### config.mk
export PLATFORM = sky130hd
export DESIGN_NAME = compressor5_3_pipe
export DESIGN_NICKNAME = d
export VERILOG_FILES = /design/src/rtl/compressor5_3_pipe.sv
export SDC_FILE = /design/constraint.sdc
export NUM_CORES = 1
export LEC_CHECK = 0
export CORE_AREA = 2 2 234 236
export DETAILED_ROUTE_END_ITERATION = 16
export DIE_AREA = 0 0 236 238
export GPL_TIMING_DRIVEN = 0
export PLACE_DENSITY = 0.7
export SLEW_MARGIN = 20
export SYNTH_ARGS = -nofsm -noshare
export SYNTH_HDL_FRONTEND = slang
export SYNTH_SLANG_ARGS = --single-unit
### constraint.sdc
create_clock -name clk -period 3.6 [get_ports clk]
set_input_delay 0.72 -clock clk [delete_from_list [all_inputs] [get_ports clk]]
set_output_delay 0.72 -clock clk [all_outputs]
set_load 0.02 [all_outputs]
### src/rtl/compressor5_3_pipe.sv
// compressor5_3_pipe: pipelined 5:3 bit-column compressor with valid/ready
// flow control and a sideband tag. Each column's ones-count is encoded as
// s1 + 2*s2 + 4*s3. STAGE1_REG selects a register after the first FA layer.
// Optional final carry-propagate adder on sum_out: define COMP53_FINAL_CPA_EN.
module compressor5_3_pipe #(
  parameter int unsigned WIDTH      = 64,
  parameter int unsigned STAGE1_REG = 1,
  parameter int unsigned TAG_W      = 4
) (
  input  logic               clk,
  input  logic               rst,
  input  logic               in_valid,
  output logic               in_ready,
  input  logic [WIDTH-1:0]   in_a1,
  input  logic [WIDTH-1:0]   in_a2,
  input  logic [WIDTH-1:0]   in_a3,
  input  logic [WIDTH-1:0]   in_a4,
  input  logic [WIDTH-1:0]   in_a5,
  input  logic [TAG_W-1:0]   in_tag,
  output logic               out_valid,
  input  logic               out_ready,
  output logic [WIDTH-1:0]   s1,
  output logic [WIDTH-1:0]   s2,
  output logic [WIDTH-1:0]   s3,
  output logic [TAG_W-1:0]   out_tag,
  output logic [WIDTH+2:0]   sum_out
);

  localparam int unsigned SW = WIDTH + 3;

  // Layer 1 full adders straight from the operand inputs
  logic [WIDTH-1:0] l1_w1, l1_w2;

  // Signals presented by stage 1 (registered or bypassed) to stage 2
  logic             st1_v;
  logic [WIDTH-1:0] st1_w1, st1_w2, st1_a4, st1_a5;
  logic [TAG_W-1:0] st1_tag;

  // Stage 2 state
  logic             v2_q, v2_d;
  logic [WIDTH-1:0] s1_q, s1_d, s2_q, s2_d, s3_q, s3_d;
  logic [TAG_W-1:0] tag2_q, tag2_d;
  logic             rdy2;

  // Layer 2 / layer 3 intermediates
  logic [WIDTH-1:0] l2_s1, l2_w3, l3_s2, l3_s3;

  // First FA layer: sum and majority of a1..a3
  always_comb begin
    l1_w1 = in_a1 ^ in_a2 ^ in_a3;
    l1_w2 = (in_a1 & in_a2) | (in_a1 & in_a3) | (in_a2 & in_a3);
  end

  assign rdy2 = !v2_q || out_ready;

  generate
    if (STAGE1_REG != 0) begin : g_st1
      logic             v1_q, v1_d;
      logic [WIDTH-1:0] w1_q, w1_d, w2_q, w2_d, a4_q, a4_d, a5_q, a5_d;
      logic [TAG_W-1:0] tag1_q, tag1_d;
      logic             rdy1;

      // Stage 1 load: valid follows input whenever ready; data only on a valid set
      always_comb begin
        rdy1   = !v1_q || rdy2;
        v1_d   = v1_q;
        w1_d   = w1_q;
        w2_d   = w2_q;
        a4_d   = a4_q;
        a5_d   = a5_q;
        tag1_d = tag1_q;
        if (rdy1) begin
          v1_d = in_valid;
          if (in_valid) begin
            w1_d   = l1_w1;
            w2_d   = l1_w2;
            a4_d   = in_a4;
            a5_d   = in_a5;
            tag1_d = in_tag;
          end
        end
      end

      // Stage 1 registers with synchronous clear
      always_ff @(posedge clk) begin
        if (rst) begin
          v1_q   <= 1'b0;
          w1_q   <= '0;
          w2_q   <= '0;
          a4_q   <= '0;
          a5_q   <= '0;
          tag1_q <= '0;
        end else begin
          v1_q   <= v1_d;
          w1_q   <= w1_d;
          w2_q   <= w2_d;
          a4_q   <= a4_d;
          a5_q   <= a5_d;
          tag1_q <= tag1_d;
        end
      end

      assign st1_v    = v1_q;
      assign st1_w1   = w1_q;
      assign st1_w2   = w2_q;
      assign st1_a4   = a4_q;
      assign st1_a5   = a5_q;
      assign st1_tag  = tag1_q;
      assign in_ready = rst || rdy1;
    end else begin : g_bypass
      assign st1_v    = in_valid;
      assign st1_w1   = l1_w1;
      assign st1_w2   = l1_w2;
      assign st1_a4   = in_a4;
      assign st1_a5   = in_a5;
      assign st1_tag  = in_tag;
      assign in_ready = rst || rdy2;
    end
  endgenerate

  // Second FA layer and final HA layer, then stage 2 load decision
  always_comb begin
    l2_s1 = st1_w1 ^ st1_a4 ^ st1_a5;
    l2_w3 = (st1_w1 & st1_a4) | (st1_w1 & st1_a5) | (st1_a4 & st1_a5);
    l3_s2 = st1_w2 ^ l2_w3;
    l3_s3 = st1_w2 & l2_w3;
    v2_d   = v2_q;
    s1_d   = s1_q;
    s2_d   = s2_q;
    s3_d   = s3_q;
    tag2_d = tag2_q;
    if (rdy2) begin
      v2_d = st1_v;
      if (st1_v) begin
        s1_d   = l2_s1;
        s2_d   = l3_s2;
        s3_d   = l3_s3;
        tag2_d = st1_tag;
      end
    end
  end

  // Stage 2 registers with synchronous clear
  always_ff @(posedge clk) begin
    if (rst) begin
      v2_q   <= 1'b0;
      s1_q   <= '0;
      s2_q   <= '0;
      s3_q   <= '0;
      tag2_q <= '0;
    end else begin
      v2_q   <= v2_d;
      s1_q   <= s1_d;
      s2_q   <= s2_d;
      s3_q   <= s3_d;
      tag2_q <= tag2_d;
    end
  end

  assign out_valid = v2_q;
  assign s1        = s1_q;
  assign s2        = s2_q;
  assign s3        = s3_q;
  assign out_tag   = tag2_q;

`ifdef COMP53_FINAL_CPA_EN
  assign sum_out = SW'(s1_q) + (SW'(s2_q) << 1) + (SW'(s3_q) << 2);
`else
  assign sum_out = '0;
`endif

endmodule
==> flow_metrics.tcl <==
set metrics [dict create \
    max_cap_viol_count 0 \
    grt_pass1_wl_mm 131 \
    p_int_mw 9.51 \
    clock_latency_ns 0.58 \
    clkSinkCount 458 \
    die_h_microns 238 \
    highest-signal-layer "met5" \
    mostFrequentLayoutCells "524 x clkdlybuf4s50_1, 458 x dfxtp_1, 256 x inv_1" \
    synthCells 2348 \
    ir_drop_mv 0.325 \
    drtPass1Iterations 5 \
    gp_congestion 0.918 \
    dr_total_vias 21000 \
    crit_required_ns 2.88 \
    wl_per_cell_microns 24.0 \
    maxSlewViolCount 0 \
    cp-end-kind "output pin" \
    initial_core_util_pct 41.5 \
    nNetsFinal 3508 \
    max_stage_delay_ns 0.63 \
    yosysUniqueCellTypes 25 \
    die_x_microns 236 \
    grt_max_degree 20 \
    syn_area_sq_mm 0.0222 \
    syn_to_final_growth_pct 36.2 \
    first_iter_violations 1913 \
    synth_area_per_cell_sq_um 9.45 \
    numPortBuffers 524 \
    boundaryPins 593 \
    ant_nets 0 \
    min_period_ns 3.36 \
    fmax_mhz 298 \
    hold_class "reg -> reg" \
    crit_fanout 19 \
    dieArea_sq_mm 0.0562 \
    crit_top_cell "clkdlybuf4s50_1" \
    p_sw_mw 3.73 \
    switching_share_pct 28.2 \
    combPwrFrac_pct 18.6 \
    grt_usage_pct 30.8 \
    remaining_drc_errors 0 \
    cts_tree "yes" \
    finalCritPeriodShare_pct 93.3 \
    fin_ws_ns 0.241 \
    p_leak_nw 11.5 \
    final_common_cell "clkdlybuf4s50_1" \
    pwr_density_cell_mw_per_mm2 438 \
    grt_pass1_vias 21000 \
    cts-buffers-inserted 49 \
    ff2ff_setup_slack_ns 1.17 \
    hpwl_mm 69.2 \
    dp_slack_ns -0.241 \
    status "completed" \
    crit_buf_inv 4 \
    sequentialPowerShare_pct 41.6 \
    wl_met1_mm 35.6 \
    clkTransAtPathRegs_ns 0.06 \
    cts.htree.levels 2 \
    synth_edf_count 0 \
    cts_buffer_depth 3 \
    setup_viol 0 \
    start_kind "input port" \
    instances_no_fill 3727 \
    worst_pin_slew_ns 1.16 \
    met3WireLength_mm 7.40 \
    antenna_found_initial 11 \
    drive_gt1_share_pct 6.65 \
    crit_path_cell_trace "clkdlybuf4s50_1 -> clkinv_1 -> buf_2 -> nand3_1 -> clkdlybuf4s50_1" \
    final_hold_viol_count 0 \
    yosysWarnings 0 \
    num_rows 85 \
    path_class "in -> out" \
    via_per_inst 5.64 \
    synth_seq_area_share_pct 41.3 \
    dpl.cell_count 3634 \
    max_slew_margin_pct 22.3 \
    arrival_ns 2.64 \
    async_flop_share_pct 0 \
    cts_root_buffer "clkbuf_16" \
    met2_length_mm 42.7 \
    crit_family "buffers and inverters" \
    synth_flop_cell "dfxtp_1" \
    cpMaxStageDelayCell "clkdlybuf4s50_1" \
    grt_remaining_overflow 0 \
    ys_seq_elements 458 \
    rsz0062_at_grt "false" \
    hold_buffers 0 \
    clock_skew_ns 0.0131 \
    drt_wl_total_mm 89.3 \
    clock_power_share_pct 39.8 \
    fp.coreArea_sq_mm 0.0535 \
]
[path summary, 6_finish.rpt]
check	depth (start not counted)	endpoint	start
max	5	in_ready	rst
min	2	g_st1.tag1_q[2]$_SDFFE_PP0P_	g_st1.tag1_q[2]$_SDFFE_PP0P_
max reg2reg	6	g_st1.w1_q[14]$_SDFFE_PP0P_	g_st1.v1_q$_SDFFE_PP0P_
min reg2reg	2	g_st1.tag1_q[2]$_SDFFE_PP0P_	g_st1.tag1_q[2]$_SDFFE_PP0P_
[through the flow]
step	total power, mW	instance area (sq um)	setup TNS [ns]	hold WS (ns)	utilization, %
global route	13.6	30200	0	0.477	56.5
detailed placement	8.04	28600	-0.241	0.453	53.4
floorplan	6.79	22400	0	0.435	-
CTS	13.2	30200	0	0.466	56.5
finish	13.2	30200	0	0.464	56.5
global placement	8.00	28600	-0.643	0.445	53.4
[Yosys cell counts (2+ instances only)]
cell type	n	area (sq um)
nand3_1	133	666
o21ai_0	132	661
dfxtp_1	458	9170
clkbuf_1	187	702
buf_1	14	52.6
nand2_1	136	510
o2111ai_1	192	1680
inv_1	256	961
o31ai_1	192	1440
mux2i_1	68	681
buf_2	42	210
a21oi_1	198	991
ha_1	64	801
buf_4	74	556
buf_6	2	22.5
a211oi_1	64	480
fa_1	128	2560
[power by group through the flow]
stage / combinational [mW] / sequential, mW / clock [mW]
2_1_floorplan: 1.11 / 5.69 / 0
3_5_place_dp: 2.43 / 5.61 / 0
3_3_place_gp: 2.39 / 5.60 / 0
4_1_cts: 2.44 / 5.50 / 5.29
5_1_grt: 2.64 / 5.53 / 5.48
6_report: 2.47 / 5.51 / 5.27
[area by class of cell]
| class | count | area, sq um |
|---|---|---|
| fillers | 4661 | 23300 |
| multi-input cells | 1379 | 10800 |
| flip-flops and latches | 458 | 9170 |
| repair buffers | 524 | 5250 |
| plain buffers | 318 | 1540 |
| clock buffers | 70 | 1440 |
| inverters | 258 | 968 |
| well taps | 696 | 871 |
| clock inverters | 17 | 213 |
| diodes | 7 | 17.5 |
[worst min-delay path, delay by kind of cell (launching register included)]
kind	cells	cell delay (ns)
mux	1	0.05
flops	1	0.31
simple gates	1	0.05
[sequential cells by signal, summed over array words and instances, names as in the netlist]
signal / flops
s1: 64
out_tag: 4
g_st1.tag1_q: 4
g_st1.w1_q: 64
g_st1.v1_q: 1
g_st1.w2_q: 64
s3: 64
out_valid: 1
g_st1.a4_q: 64
g_st1.a5_q: 64
s2: 64
[repair_timing]
item / in CTS / in global routing
hold endpoints to repair: 0 / 0
resized for setup: 0 / 1
pin swaps: 0 / 0
setup endpoints to repair: 1 / 1
setup buffers: 0 / 0
gates cloned: 0 / 0
[metal layers]
metal  GRT usage (%)  vias to the layer above
met5               0                        -
met4            12.6                       10
met3            6.64                      199
met2            51.9                     1089
met1            38.4                    10200
li1                -                     9490
[logic make-up (layout without fill, tap and decap cells)]
family,count (synthesis),in the layout,share of synthesized area [%]
AOI/OAI and AO/OA,779,779,23.7
buffers and inverters,577,1187,11.3
DFF,458,458,41.3
and+or+nand+nor,273,273,5.40
adders and majority gates,192,192,15.2
muxes,68,68,3.07
other,1,74,0.0169
Power figures use the tool's default switching activity.
